<file path="src/rtl/pad_in_filter_if.sv">
// Pad input bus between the padring and the pad_in_filter conditioning stage.
// The master drives raw pads and filter controls; the slave returns clean levels and edge strobes.
interface pad_in_filter_if #(
  parameter int NPads    = 70,
  parameter int FiltCntW = 4
);
  logic [NPads-1:0]    pad_in_i;
  logic [NPads-1:0]    filt_en_i;
  logic [FiltCntW-1:0] filt_thresh_i;
  logic [NPads-1:0]    pad_in_o;
  logic [NPads-1:0]    edge_rise_o;
  logic [NPads-1:0]    edge_fall_o;

  modport master (
    output pad_in_i, filt_en_i, filt_thresh_i,
    input  pad_in_o, edge_rise_o, edge_fall_o
  );

  modport slave (
    input  pad_in_i, filt_en_i, filt_thresh_i,
    output pad_in_o, edge_rise_o, edge_fall_o
  );
endinterface

</file>
<file path="src/rtl/pad_in_filter.sv">
// Per-pad two-flop synchroniser, optional stability-count deglitch, and edge strobes.
// Edge strobe registers exist only when SUNBURST_PAD_FILTER_EDGE_EN is defined; otherwise strobes are tied low.
module pad_in_filter #(
  parameter int               NPads    = 70,
  parameter int               FiltCntW = 4,
  parameter logic [NPads-1:0] ResetVal = '0
) (
  input logic              clk_peri_i,
  input logic              rst_peri_ni,
  pad_in_filter_if.slave   bus
);

  logic [NPads-1:0]    s1_q;
  logic [NPads-1:0]    s2_q;
  logic [NPads-1:0]    st_q;
  logic [NPads-1:0]    st_d;
  logic [FiltCntW-1:0] cnt_q [NPads];
  logic [FiltCntW-1:0] cnt_d [NPads];

  // NOTE: every variable gets a default before any branch so no latch is inferred.
  always_comb begin
    for (int i = 0; i < NPads; i++) begin
      st_d[i]  = st_q[i];
      cnt_d[i] = '0;
      if (!bus.filt_en_i[i]) begin
        st_d[i] = s2_q[i];
      end else if (s2_q[i] != st_q[i]) begin
        // One extra bit keeps cnt+1 from wrapping against the threshold.
        if (({1'b0, cnt_q[i]} + (FiltCntW+1)'(1)) >= {1'b0, bus.filt_thresh_i}) begin
          st_d[i] = s2_q[i];
        end else begin
          cnt_d[i] = cnt_q[i] + FiltCntW'(1);
        end
      end
    end
  end

  // NOTE: sequential state uses non-blocking assignments so all flops update together.
  always_ff @(posedge clk_peri_i or negedge rst_peri_ni) begin
    if (!rst_peri_ni) begin
      s1_q <= ResetVal;
      s2_q <= ResetVal;
      st_q <= ResetVal;
      // NOTE: the counter array is a bank of flops, not a RAM, so it is reset like any register.
      for (int i = 0; i < NPads; i++) begin
        cnt_q[i] <= '0;
      end
    end else begin
      s1_q <= bus.pad_in_i;
      s2_q <= s1_q;
      st_q <= st_d;
      for (int i = 0; i < NPads; i++) begin
        cnt_q[i] <= cnt_d[i];
      end
    end
  end

  assign bus.pad_in_o = st_q;

`ifdef SUNBURST_PAD_FILTER_EDGE_EN
  logic [NPads-1:0] rise_q;
  logic [NPads-1:0] fall_q;

  // Strobes are taken from st_d so they line up with the cycle pad_in_o changes.
  always_ff @(posedge clk_peri_i or negedge rst_peri_ni) begin
    if (!rst_peri_ni) begin
      rise_q <= '0;
      fall_q <= '0;
    end else begin
      rise_q <= ~st_q & st_d;
      fall_q <= st_q & ~st_d;
    end
  end

  assign bus.edge_rise_o = rise_q;
  assign bus.edge_fall_o = fall_q;
`else
  assign bus.edge_rise_o = '0;
  assign bus.edge_fall_o = '0;
`endif

endmodule

</file>
<file path="src/flat_wrapper.sv">
// flat-port wrapper written by rule: the top's interface ports become plain ports
module pad_in_filter_flat 
#(
  parameter int               NPads    = 70,
  parameter int               FiltCntW = 4,
  parameter logic [NPads-1:0] ResetVal = '0
)
  (clk_peri_i, rst_peri_ni, bus_pad_in_i, bus_filt_en_i, bus_filt_thresh_i, bus_pad_in_o, bus_edge_rise_o, bus_edge_fall_o);
  pad_in_filter_if #(.NPads(NPads), .FiltCntW(FiltCntW)) bus_i ();
  input logic clk_peri_i;
  input logic rst_peri_ni;
  input wire logic [$bits(bus_i.pad_in_i)-1:0] bus_pad_in_i;
  input wire logic [$bits(bus_i.filt_en_i)-1:0] bus_filt_en_i;
  input wire logic [$bits(bus_i.filt_thresh_i)-1:0] bus_filt_thresh_i;
  output wire logic [$bits(bus_i.pad_in_o)-1:0] bus_pad_in_o;
  output wire logic [$bits(bus_i.edge_rise_o)-1:0] bus_edge_rise_o;
  output wire logic [$bits(bus_i.edge_fall_o)-1:0] bus_edge_fall_o;
  assign bus_i.pad_in_i = bus_pad_in_i;
  assign bus_i.filt_en_i = bus_filt_en_i;
  assign bus_i.filt_thresh_i = bus_filt_thresh_i;
  assign bus_pad_in_o = bus_i.pad_in_o;
  assign bus_edge_rise_o = bus_i.edge_rise_o;
  assign bus_edge_fall_o = bus_i.edge_fall_o;
  pad_in_filter #(.NPads(NPads), .FiltCntW(FiltCntW), .ResetVal(ResetVal)) u_core (.clk_peri_i(clk_peri_i), .rst_peri_ni(rst_peri_ni), .bus(bus_i));
endmodule
</file>
<file path="config.mk">
export PLATFORM = sky130hd
export DESIGN_NAME = pad_in_filter_flat
export DESIGN_NICKNAME = d
export VERILOG_FILES = /design/src/rtl/pad_in_filter_if.sv /design/src/rtl/pad_in_filter.sv /design/src/flat_wrapper.sv
export SDC_FILE = /design/constraint.sdc
export NUM_CORES = 1
export LEC_CHECK = 0
export ABC_AREA = 0
export BUFFER_PORTS_ARGS = -buffer_cell sky130_fd_sc_hd__clkbuf_2
export CAP_MARGIN = 15
export CORE_ASPECT_RATIO = 0.9
export CORE_UTILIZATION = 49
export DETAILED_ROUTE_END_ITERATION = 10
export GPL_TIMING_DRIVEN = 0
export PLACE_DENSITY = 0.75
export SLEW_MARGIN = 20
export SYNTH_ARGS = -nofsm -noshare
export SYNTH_HDL_FRONTEND = slang
export SYNTH_SLANG_ARGS = --single-unit
export TNS_END_PERCENT = 20
</file>
<file path="constraint.sdc">
create_clock -name clk_peri_i -period 2.6 [get_ports clk_peri_i]
set_input_delay 0.39 -clock clk_peri_i [delete_from_list [all_inputs] [get_ports clk_peri_i]]
set_output_delay 0.39 -clock clk_peri_i [all_outputs]
set_load 0.02 [all_outputs]
</file>
After elaboration in Yosys (flattened, before gate mapping)
Cells that the tools add are included.
{ "classes": {"eq_ne": 210, "n_reduce_logical": 70, "order_cmp": 70, "muxes": 420, "addsub": 140} }
{ "op_table": {"columns": ["op", "n"], "rows": [
  ["two-way mux 4 bit", 210],
  ["adder 4 x 1 -> 5 bit (second input constant)", 70],
  ["greater-or-equal comparator 5 x 4 -> 1 bit", 70],
  ["adder 4 x 1 -> 4 bit (second input constant)", 70],
  ["!= test 2 x 1 -> 1 bit (second input constant)", 140],
  ["two-way mux 1 bit", 210],
  ["AND reduction 2 bit", 70],
  ["!= test 1 bit", 70]
]} }
{ "totals": {"out_inout_bits": 210, "input_bits": 146, "register_bits": 490} }

Logic depth before layout (Yosys ltp)
Gate-level depths: netlist of the first run.
{ "logic_depth": {"depth_word": 5, "mapped_depth": 7, "ltp_nobuf": 7} }

Worst setup path after synthesis of the first run
Ideal clock, no wire load.
{ "synth_path": {"kind": "input-to-reg", "from": "input port bus_filt_thresh_i[2]", "to": "register u_core.st_q[19], in the netlist u_core.bus.pad_in_o[19]", "path_stages": 6, "arrival_time_ns": 2.794, "t_required_ns": 2.472, "setup_time_ns": 0.128, "n_path_buf": 0, "setup_slack_ns": -0.321, "path_cell_list": "inv_1 ha_1 a21o_1 a31oi_1 o21ai_1 mux2_1"} }
{ "synth_between": {"elab_chain_cells": 3} }
{ "synth_rtl": {"columns": ["item", "line_no", "source"], "rows": [
  ["start, declared", "flat_wrapper.sv:14", "input wire logic [$bits(bus_i.filt_thresh_i)-1:0] bus_filt_thresh_i;"],
  ["greater-or-equal comparator 5 x 4 -> 1 bit", "pad_in_filter.sv:29", "if (({1'b0, cnt_q[i]} + (FiltCntW+1)'(1)) >= {1'b0, bus.filt_thresh_i}) begin"],
  ["!= test 2 x 1 -> 1 bit (no line)", null, null],
  ["AND reduction 2 bit (no line)", null, null],
  ["end signal, assigned", "pad_in_filter.sv:43", "st_q <= ResetVal;"],
  ["end signal, assigned", "pad_in_filter.sv:51", "st_q <= st_d;"],
  ["end, declared", "pad_in_filter.sv:15", "logic [NPads-1:0] st_q;"]
]} }
No other way between the ends.
A chain may end at the register's enable or synchronous reset.

Final worst setup path of the first run
{ "layout_path": {"from": "input port bus_filt_thresh_i[2]", "to": "register u_core.st_q[38], in the netlist u_core.bus.pad_in_o[38]"} }
The elaborated chain is that of the path after synthesis.

==> results.py, run 1 <==
metrics = {
    "power_and_ir_drop": {
        "p_clk_frac": 0.410,
        "netSwitchingFraction": 0.2718,
        "p_leak_nw": 17.04,
        "seq_power_share": 0.422,
        "intPower_w": 0.01481,
        "vdd_drop_max_uv": 600.7,
        "p_comb_frac": 0.168,
        "power_density_nw_per_um2": 641.1,
        "p_sw_w": 0.005528,
    },
    "placement": {
        "hpwl_mm": 36.73,
        "gp_congestion": 0.7655,
        "pre_cts_ws_ns": -0.2907,
        "io_buffers": 215,
        "dp.cells": 3310,
    },
    "timing": {
        "skew_ns": 0.01206,
        "slew_violations": 0,
        "fin_crit_sh": 0.8767,
        "hold_violations": 0,
        "setup_viol": 0,
        "rsz0062_at_grt": "false",
        "slew_headroom": 0.4965,
        "post-route-min-period_ns": 2.279,
        "tightest_slew_ns": 0.7537,
        "max_freq_mhz": 438.7,
        "setup_slack_ns": 0.3207,
    },
    "cts": {
        "insertion_delay_ns": 0.59,
        "cts_tree": "built",
        "path_clk_slew_ns": 0.06,
        "ctsHtreeMaxLevel": 2,
        "root_buffer": "clkbuf_16",
        "post_cts_buffers": 0,
        "postCtsResizedCells": 0,
        "numCtsBuffers": 54,
        "cts_sinks": 490,
        "clockBufferDepth": 3,
        "holdBufCountCts": 71,
    },
    "global_routing": {
        "grt_overflow": 0,
        "grt_max_degree": 91,
        "grt_pass1_wl_mm": 88.16,
        "antenna_found_initial": 1,
        "first_global_vias": 18580,
        "track_usage": 0.1961,
    },
    "logic_synthesis": {
        "syn_area_um2": 26200,
        "synth_cell_types": 17,
        "synth.yosys.warnings": 0,
        "synth_seq_cells": 490,
        "ys_seq_area_frac": 0.4680,
        "syn_area_per_cell_um2": 11.68,
        "synth_cells": 2244,
    },
    "final_layout": {
        "area_delta_synth_final_pct": 21.10,
        "layout.cells.non_filler": 3479,
        "final_cell_mix": "490 x dfrtp_1, 350 x ha_1, 213 x clkbuf_2, 210 x inv_1",
        "num_antenna_cells": 0,
        "nets": 3236,
        "final_layout_size_suffix_gt1_frac": 0.1912,
        "layout_commonest_cell": "dfrtp_1",
    },
    "die": {
        "num_rows": 80,
        "pin_count": 356,
        "core_um2": 52950,
        "floorplan.initialDensity": 0.4948,
        "die_y_um": 221.4,
        "fp.dieW_um": 245.8,
        "dieArea_um2": 54410,
    },
    "drt": {
        "wl_per_cell_um": 14.93,
        "via_count": 17330,
        "firstDrtPassIters": 5,
        "avgViaCountPerCell": 4.981,
        "wl_mm": 51.96,
        "drc_errors": 0,
        "drt_iter0_drc": 588,
        "drtAntennaViolNets": 0,
    },
    "outcome": {
        "status": "finished clean",
    },
    "hold_path": {
        "hold_depth": 5,
        "hold_class": "primary input to flop",
    },
    "worst_setup_path": {
        "reg2regPathDepth": 7,
        "crit_arrival_ns": 2.75,
        "start_kind": "primary input",
        "crit_path_top_delay_cell": "clkinvlp_4",
        "crit_fanout": 24,
        "slowest_delay_ns": 0.59,
        "end_kind": "flop",
        "reg2reg_slack_ns": 0.44,
        "path_cells": "clkbuf_2 > clkinvlp_4 > buf_12 > ha_1 > a21o_1 > a31oi_1 > o21ai_1 > mux2_1",
        "crit_required_ns": 3.07,
        "path_class": "primary input to flop",
    },
    "run": {
        "max_cap_violations": 0,
    },
}
## final timing paths
kind | to | startpoint
worst max-delay path | u_core.bus.pad_in_o[38]$_DFFE_PN0P_ | bus_filt_thresh_i[2]
worst min-delay path | u_core.bus.pad_in_o[10]$_DFFE_PN0P_ | bus_filt_en_i[10]
worst max register to register | u_core.bus.pad_in_o[41]$_DFFE_PN0P_ | u_core.cnt_q[112]$_DFF_PN0_
worst min register to register | u_core.s2_q[33]$_DFF_PN0_ | u_core.s1_q[33]$_DFF_PN0_
max in group asynchronous | u_core.cnt_q[39]$_DFF_PN0_ | rst_peri_ni
min in group asynchronous | u_core.s1_q[26]$_DFF_PN0_ | rst_peri_ni
## power groups by stage
stage / clock network [W] / registers [W] / logic, W
finish: 0.00833 / 0.00858 / 0.00342
CTS: 0.00855 / 0.00858 / 0.00346
floorplan: 0 / 0.00881 / 0.00210
detailed placement: 0 / 0.00872 / 0.00335
global route: 0.00886 / 0.00866 / 0.00389
global placement: 0 / 0.00868 / 0.00308
## area by class of cell
cell class                 instances  area [um^2]
clock inverter                    17        299.0
inverter                         213        810.8
clock buffer                      81         1667
tap                              697        872.1
sequential                       490        12260
buffer                           140         1051
multi-input combinational       1540        12610
timing repair buffer             301         2157
fill                            4151        21220
## cell families (layout without fill, tap and decap cells)
| family | count (synthesis) | after routing | synth area share |
|---|---|---|---|
| buffers and inverters | 353 | 752 | 0.07062 |
| flip-flops | 490 | 490 | 0.4680 |
| AO/OA/AOI/OAI | 350 | 350 | 0.1103 |
| multiplexers | 70 | 70 | 0.03008 |
| adder cells (fa/ha/maj) | 350 | 350 | 0.1671 |
| other | 1 | 140 | 0.0001431 |
| XOR/XNOR | 210 | 210 | 0.07019 |
| AND/OR/NAND/NOR | 420 | 420 | 0.08356 |
## stage by stage
stage	total power, W	utilization	instance area (um^2)	hold WS, ns	setup TNS [ns]
5_1_grt	0.02140	0.5992	31730	0.2133	0
6_report	0.02034	0.5992	31730	0.2221	0
2_1_floorplan	0.01091	-	26740	0.09441	0
3_3_place_gp	0.01176	0.5417	28680	0.3319	-5343.84
3_5_place_dp	0.01207	0.5487	29050	0.3347	-31.45
4_1_cts	0.02060	0.5992	31730	0.1823	0
## routing by layer
layer | vias to the layer above | wire length [um] | share of wire | track usage
li1 | 8499 | - | - | -
met1 | 8450 | 22290 | 0.43 | 0.2422
met2 | 285 | 26380 | 0.51 | 0.3487
met3 | 94 | 2131 | 0.041 | 0.03384
met4 | 2 | 1141 | 0.022 | 0.05650
met5 | - | 13 | 0.00025 | 0
## worst max-delay path, delay by kind of cell
| kind | cells | cell delay, ns |
|---|---|---|
| adders and majority gates | 1 | 0.34 |
| buffers and inverters | 3 | 1.12 |
| AOI/OAI and AO/OA | 3 | 0.55 |
| muxes | 1 | 0.32 |
## synthesized netlist by cell type
library cell	instances	area share
inv_1	213	0.031
buf_4	140	0.040
o211ai_1	70	0.020
o21ai_1	70	0.013
a21o_1	70	0.020
nand3_1	70	0.013
nor2b_1	140	0.033
nand2b_1	70	0.017
ha_1	350	0.17
mux2_1	70	0.030
a311oi_2	70	0.040
xnor2_1	70	0.023
a31oi_1	70	0.017
dfrtp_1	490	0.47
nor2_1	140	0.020
conb_1	1	0.00014
xor2_1	140	0.047
## registers in the layout, summed over array words and instances, names as in the netlist
name / cells
u_core.s2_q: 70
u_core.cnt_q: 280
u_core.s1_q: 70
u_core.bus.pad_in_o: 70
(Power assumes the default switching activity.)
==> inputs of run 2 (changes only) <==
--- a/config.mk
+++ b/config.mk
@@ -9,6 +9,7 @@
 export BUFFER_PORTS_ARGS = -buffer_cell sky130_fd_sc_hd__clkbuf_2
 export CAP_MARGIN = 15
 export CORE_ASPECT_RATIO = 0.9
+export CORE_MARGIN = 2
 export CORE_UTILIZATION = 49
 export DETAILED_ROUTE_END_ITERATION = 10
 export GPL_TIMING_DRIVEN = 0
==> results.py, run 2 (synthesis results as in run 1) <==
metrics = {
    "die": {
        "num_rows": 80,
        "die_y_um": 223.4,
        "floorplan.initialDensity": 0.4948,
        "pin_count": 356,
        "dieArea_um2": 55340,
        "fp.dieW_um": 247.8,
        "core_um2": 52950,
    },
    "timing": {
        "skew_ns": 0.01852,
        "holdWs_ns": 0.2187,
        "fin_crit_sh": 0.8944,
        "slew_violations": 0,
        "hold_violations": 0,
        "setup_viol": 0,
        "max_freq_mhz": 430.0,
        "rsz0062_at_grt": "false",
        "post-route-min-period_ns": 2.325,
        "tns_ns": 0,
        "tightest_slew_ns": 0.7971,
        "slew_headroom": 0.4675,
    },
    "cts": {
        "path_clk_slew_ns": 0.06,
        "root_buffer": "clkbuf_16",
        "clockBufferDepth": 3,
        "cts_sinks": 490,
        "postCtsResizedCells": 0,
        "cts_tree": "built",
        "insertion_delay_ns": 0.59,
        "ctsHtreeMaxLevel": 2,
        "numCtsBuffers": 52,
    },
    "power_and_ir_drop": {
        "p_leak_nw": 16.95,
        "vdd_drop_max_uv": 489.5,
        "power_density_nw_per_um2": 625.6,
    },
    "placement": {
        "gp_congestion": 0.7955,
        "placed_area_um2": 29040,
        "hpwl_mm": 36.53,
        "io_buffers": 215,
    },
    "drt": {
        "via_count": 17250,
        "drc_errors": 0,
        "wl_per_cell_um": 14.77,
        "wl_mm": 51.33,
        "drt_iter0_drc": 556,
        "drtAntennaViolNets": 0,
        "avgViaCountPerCell": 4.965,
        "firstDrtPassIters": 4,
    },
    "worst_setup_path": {
        "path_cells": "clkbuf_2 > clkinvlp_4 > buf_12 > ha_1 > a21o_1 > a31oi_1 > o21ai_1 > mux2_1",
        "end_kind": "flop",
        "crit_fanout": 25,
        "reg2regPathDepth": 7,
        "start_kind": "primary input",
        "crit_arrival_ns": 2.80,
        "crit_path_top_delay_cell": "clkinvlp_4",
        "path_class": "primary input to flop",
        "reg2reg_slack_ns": 0.40,
        "slowest_delay_ns": 0.64,
        "crit_required_ns": 3.07,
        "reg2reg_to": "u_core.bus.pad_in_o[59]$_DFFE_PN0P_",
        "worstReg2RegStart": "u_core.cnt_q[40]$_DFF_PN0_",
    },
    "hold_path": {
        "hp-start": "bus_filt_en_i[62]",
        "hold_depth": 5,
        "hold_class": "primary input to flop",
        "hold-path-endpoint": "u_core.bus.pad_in_o[62]$_DFFE_PN0P_",
    },
    "final_layout": {
        "final_cell_mix": "490 x dfrtp_1, 350 x ha_1, 213 x clkbuf_2, 210 x inv_1",
        "largest_reg_flops": 280,
        "layout_commonest_cell": "dfrtp_1",
        "top_register": "u_core.cnt_q",
        "area_delta_synth_final_pct": 20.47,
        "final_layout_size_suffix_gt1_frac": 0.1880,
        "stdcell_area_um2": 31570,
        "nets": 3233,
    },
    "outcome": {
        "status": "finished clean",
    },
    "global_routing": {
        "antenna_found_initial": 2,
        "grt_max_degree": 95,
        "grt_overflow": 0,
        "track_usage": 0.1900,
        "grt_pass1_wl_mm": 86.86,
        "first_global_vias": 18440,
    },
    "run": {
        "max_cap_violations": 0,
    },
}
==> run 2: metrics by stage <==
stage	power [W]	utilization	instances	setup slack (ns)
2_1_floorplan	0.01091	-	2383	0.007984
3_3_place_gp	0.01176	0.5417	3295	-10.02
3_5_place_dp	0.01206	0.5485	3309	-0.3083
4_1_cts	0.02002	0.5960	3473	0.3081
5_1_grt	0.02083	0.5961	3474	0.1521
6_report	0.01975	0.5961	3475	0.2747
==> run 2: repair_timing <==
action	CTS	global route
endpoints found under the setup margin	0	0
setup buffers	0	0
hold endpoints to repair	137	0
hold buffers	71	0
==> run 2: where the power goes <==
group	leakage [nW]	switching (W)	internal, W
combinational	9.77	0.00196	0.00146
clock	0.882	0.00303	0.00472
sequential	6.30	0.000440	0.00814
total	16.9	0.00542	0.0143
==> run 2: final cells by class <==
class                           count  area [um^2]
Antenna cell                        2        5.005
Timing Repair Buffer              300         2145
Tap cell                          697        872.1
Clock buffer                       82         1607
Multi-Input combinational cell   1540        12610
Inverter                          213        810.8
Clock inverter                     11        201.4
Buffer                            140         1051
Sequential cell                   490        12260
Fill cell                        4140        21390
==> run 2: worst max-delay path, delay by kind of cell <==
kind	cells	cell delay [ns]
AOI/OAI and AO/OA	3	0.54
adders and majority gates	1	0.34
buffers and inverters	3	1.19
muxes	1	0.32
==> run 2: worst max path at each step <==
| stage | from | to | slack [ns] | cells past startpoint |
|---|---|---|---|---|
| 6_report | bus_filt_thresh_i[2] | u_core.bus.pad_in_o[58]$_DFFE_PN0P_ | 0.27 | 8 |
| 5_1_grt | bus_filt_thresh_i[2] | u_core.bus.pad_in_o[58]$_DFFE_PN0P_ | 0.15 | 8 |
| 4_1_cts | bus_filt_thresh_i[2] | u_core.bus.pad_in_o[58]$_DFFE_PN0P_ | 0.31 | 8 |
| 3_5_place_dp | bus_filt_thresh_i[2] | u_core.bus.pad_in_o[58]$_DFFE_PN0P_ | -0.31 | 8 |
| 3_3_place_gp | rst_peri_ni | u_core.cnt_q[111]$_DFF_PN0_ | -10.02 | 1 |
| 2_1_floorplan | bus_filt_thresh_i[2] | u_core.bus.pad_in_o[19]$_DFFE_PN0P_ | 0.008 | 6 |
==> run 2: routing by layer <==
layer  vias up  global-route usage  routed length (um)
li1       8508                   -                   -
met1      8394              0.2334               21860
met2       265              0.3372               26100
met3        85             0.03753                2262
met4         0             0.05389                1102
met5         -                   0                   0
==> inputs of run 3 (changes only) <==
--- a/config.mk
+++ b/config.mk
@@ -5,7 +5,7 @@
 export SDC_FILE = /design/constraint.sdc
 export NUM_CORES = 1
 export LEC_CHECK = 0
-export ABC_AREA = 0
+export ABC_AREA = 1
 export BUFFER_PORTS_ARGS = -buffer_cell sky130_fd_sc_hd__clkbuf_2
 export CAP_MARGIN = 15
 export CORE_ASPECT_RATIO = 0.9
@@ -13,7 +13,7 @@
 export CORE_UTILIZATION = 49
 export DETAILED_ROUTE_END_ITERATION = 10
 export GPL_TIMING_DRIVEN = 0
-export PLACE_DENSITY = 0.75
+export PLACE_DENSITY = 0.74
 export SLEW_MARGIN = 20
 export SYNTH_ARGS = -nofsm -noshare
 export SYNTH_HDL_FRONTEND = slang
==> results.py, run 3 <==
metrics = {
    "worst_setup_path": {
        "crit_top_cell": "buf_16",
        "start_kind": "primary input",
        "reg2reg_slack_ns": 0.88,
        "critPathLaunch": "rst_peri_ni",
        "path_class": "primary input to async pin",
        "worstReg2RegStart": "u_core.cnt_q[120]$_DFF_PN0_",
        "endpoint": "u_core.s2_q[14]$_DFF_PN0_",
        "crit_path_top_delay_cell": "dlygate4sd3_1",
        "crit_fanout": 85,
        "reg2regPathDepth": 9,
        "crit_arrival_ns": 2.81,
        "crit_required_ns": 3.31,
        "reg2reg_to": "u_core.bus.pad_in_o[39]$_DFFE_PN0P_",
        "path_cells": "dlygate4sd3_1 > clkbuf_8 > buf_16 > buf_16 > buf_16 > buf_16",
        "cp.depth": 6,
        "end_kind": "async pin",
        "slowest_delay_ns": 0.54,
        "crit_buf_inv": 6,
        "crit_family": "buffers and inverters",
    },
    "cts": {
        "cts_sinks": 490,
        "root_buffer": "clkbuf_16",
        "insertion_delay_ns": 0.59,
        "numCtsBuffers": 53,
        "clockBufferDepth": 3,
        "ctsHtreeMaxLevel": 2,
        "cts_tree": "built",
        "postCtsResizedCells": 0,
        "path_clk_slew_ns": 0.06,
    },
    "logic_synthesis": {
        "synth_cell_types": 13,
        "async_reset_ff_frac": 1.000,
        "synth_area_leader_cell": "dfrtp_1",
        "ys_top_cells_by_count": "840 x nand2_1, 490 x dfrtp_1, 353 x inv_1",
        "synth_cells": 3014,
        "synthTopCellsByArea": "dfrtp_1 44%, ha_1 16%, nand2_1 11%",
        "syn_area_per_cell_um2": 9.275,
        "yosysTopAreaCellShare": 0.4386,
        "synth_seq_cells": 490,
        "syn_area_um2": 27950,
        "ys_seq_area_frac": 0.4386,
        "ys_dominant_reg_cell": "dfrtp_1",
        "yosysMostFrequentCell": "nand2_1",
        "synth.yosys.warnings": 0,
        "synth_edf_count": 0,
    },
    "placement": {
        "hpwl_mm": 36.29,
        "dp.cells": 4143,
        "gp_congestion": 0.7874,
        "io_buffers": 215,
    },
    "final_layout": {
        "nets": 4000,
        "layout.cells.non_filler": 4310,
        "top_register": "u_core.cnt_q",
        "final_layout_size_suffix_gt1_frac": 0.1865,
        "final_cell_mix": "840 x nand2_1, 490 x dfrtp_1, 350 x inv_1, 350 x ha_1, 280 x nor2_1",
        "nFillCells": 4772,
        "area_delta_synth_final_pct": 19.24,
        "layout_commonest_cell": "nand2_1",
        "num_antenna_cells": 0,
        "largest_reg_flops": 280,
    },
    "die": {
        "core_um2": 56700,
        "pin_count": 356,
        "die_y_um": 230.6,
        "fp.dieW_um": 255.8,
        "floorplan.initialDensity": 0.4930,
        "num_rows": 83,
        "dieArea_um2": 58980,
    },
    "drt": {
        "drt_iter0_drc": 742,
        "via_count": 19410,
        "firstDrtPassIters": 5,
        "wl_mm": 52.08,
        "drc_errors": 0,
        "avgViaCountPerCell": 4.504,
        "wl_per_cell_um": 12.08,
        "drtAntennaViolNets": 0,
    },
    "timing": {
        "fin_crit_sh": 0.8076,
        "rsz0062_at_grt": "false",
        "post-route-min-period_ns": 2.100,
        "tightest_slew_ns": 0.5083,
        "tns_ns": 0,
        "max_freq_mhz": 476.2,
        "setup_viol": 0,
        "slew_violations": 0,
        "hold_violations": 0,
        "slew_headroom": 0.6612,
        "skew_ns": 0.01505,
    },
    "power_and_ir_drop": {
        "vdd_drop_max_uv": 573.6,
        "power_density_nw_per_um2": 600.7,
        "p_leak_nw": 18.84,
    },
    "hold_path": {
        "hp-start": "bus_filt_en_i[65]",
        "hold_class": "primary input to flop",
    },
    "global_routing": {
        "track_usage": 0.1818,
        "antenna_found_initial": 2,
        "grt_max_degree": 86,
        "first_global_vias": 19440,
        "grt_pass1_wl_mm": 89.84,
        "grt_overflow": 0,
    },
    "outcome": {
        "status": "finished clean",
    },
    "run": {
        "max_cap_violations": 0,
    },
}
## run 3: cell types whose count changed in the layout (fill, tap and decap cells not counted), sizes merged, moves of 140 or more
cell	before	now
inv	210	354
nand2	0	910
nand3	70	210
nor2	140	280
nor2b	140	0
## run 3: kinds of logic (layout without fill, tap and decap cells)
kind of cell             Yosys count  count (layout)  synth area share
buffers and inverters            493             885           0.08500
AND/OR/NAND/NOR                 1470            1470            0.2350
XOR/XNOR                         210             210           0.08459
flip-flops                       490             490            0.4386
adder cells (fa/ha/maj)          350             350            0.1567
other                              1             140         0.0001341
## run 3: worst register-to-register path: cells and delay by family, from the launching register on
family / cells / cell delay [ns]
simple gates: 6 / 0.42
flops: 1 / 0.42
xor+xnor: 1 / 0.25
fa+ha+maj: 2 / 0.53
## run 3: worst min path at each step
stage	end	slack, ns	cells after the start
after floorplan	u_core.bus.pad_in_o[0]$_DFFE_PN0P_	0.09	0
after global placement	u_core.s2_q[25]$_DFF_PN0_	0.33	0
after detailed placement	u_core.cnt_q[254]$_DFF_PN0_	0.28	1
after CTS	u_core.bus.pad_in_o[1]$_DFFE_PN0P_	0.12	5
after global routing	u_core.bus.pad_in_o[6]$_DFFE_PN0P_	0.16	5
final	u_core.bus.pad_in_o[65]$_DFFE_PN0P_	0.17	5
## run 3: power by group
part | leakage [nW] | internal (W) | switching (W) | total (W)
registers | 6.33 | 0.00812 | 0.000457 | 0.00858
logic | 11.6 | 0.00144 | 0.00233 | 0.00377
clock network | 0.886 | 0.00468 | 0.00299 | 0.00767
total | 18.8 | 0.0142 | 0.00578 | 0.0200
## run 3: per-layer routing
metal,track usage,vias up,wire (um)
met5,0,-,22
met4,0.04002,4,799
met3,0.03502,61,2370
met2,0.3207,268,25410
met1,0.2319,8910,23480
li1,-,10170,-
## run 3: layout make-up
cell class	count	area, um^2	share of cell area
Multi-Input combinational cell	2170	13840	0.4152
Sequential cell	490	12260	0.3679
Timing Repair Buffer	296	2079	0.06238
Clock buffer	83	1632	0.04895
Inverter	353	1340	0.04020
Buffer	140	1051	0.03153
Tap cell	765	957.2	0.02872
Clock inverter	13	173.9	0.005218
## run 3: what timing repair did
item                                    4_1_cts  5_1_grt
hold buffers                                 71        0
endpoints found under the setup margin        0        0
endpoints found under the hold margin       123        0
setup buffers                                 0        0
## run 3: metrics by stage
step           setup slack, ns  area, um^2  hold WS [ns]  power (W)  utilization
3_3_place_gp            -10.08       30510        0.3320    0.01223       0.5381
6_report                0.5003       33330        0.1684    0.02002       0.5879
3_5_place_dp            0.3566       30820        0.2817    0.01241       0.5435
2_1_floorplan         0.002500       28480       0.09441    0.01127            -
5_1_grt                 0.2197       33330        0.1556    0.02132       0.5879
4_1_cts                 0.4356       33330        0.1243    0.02032       0.5879
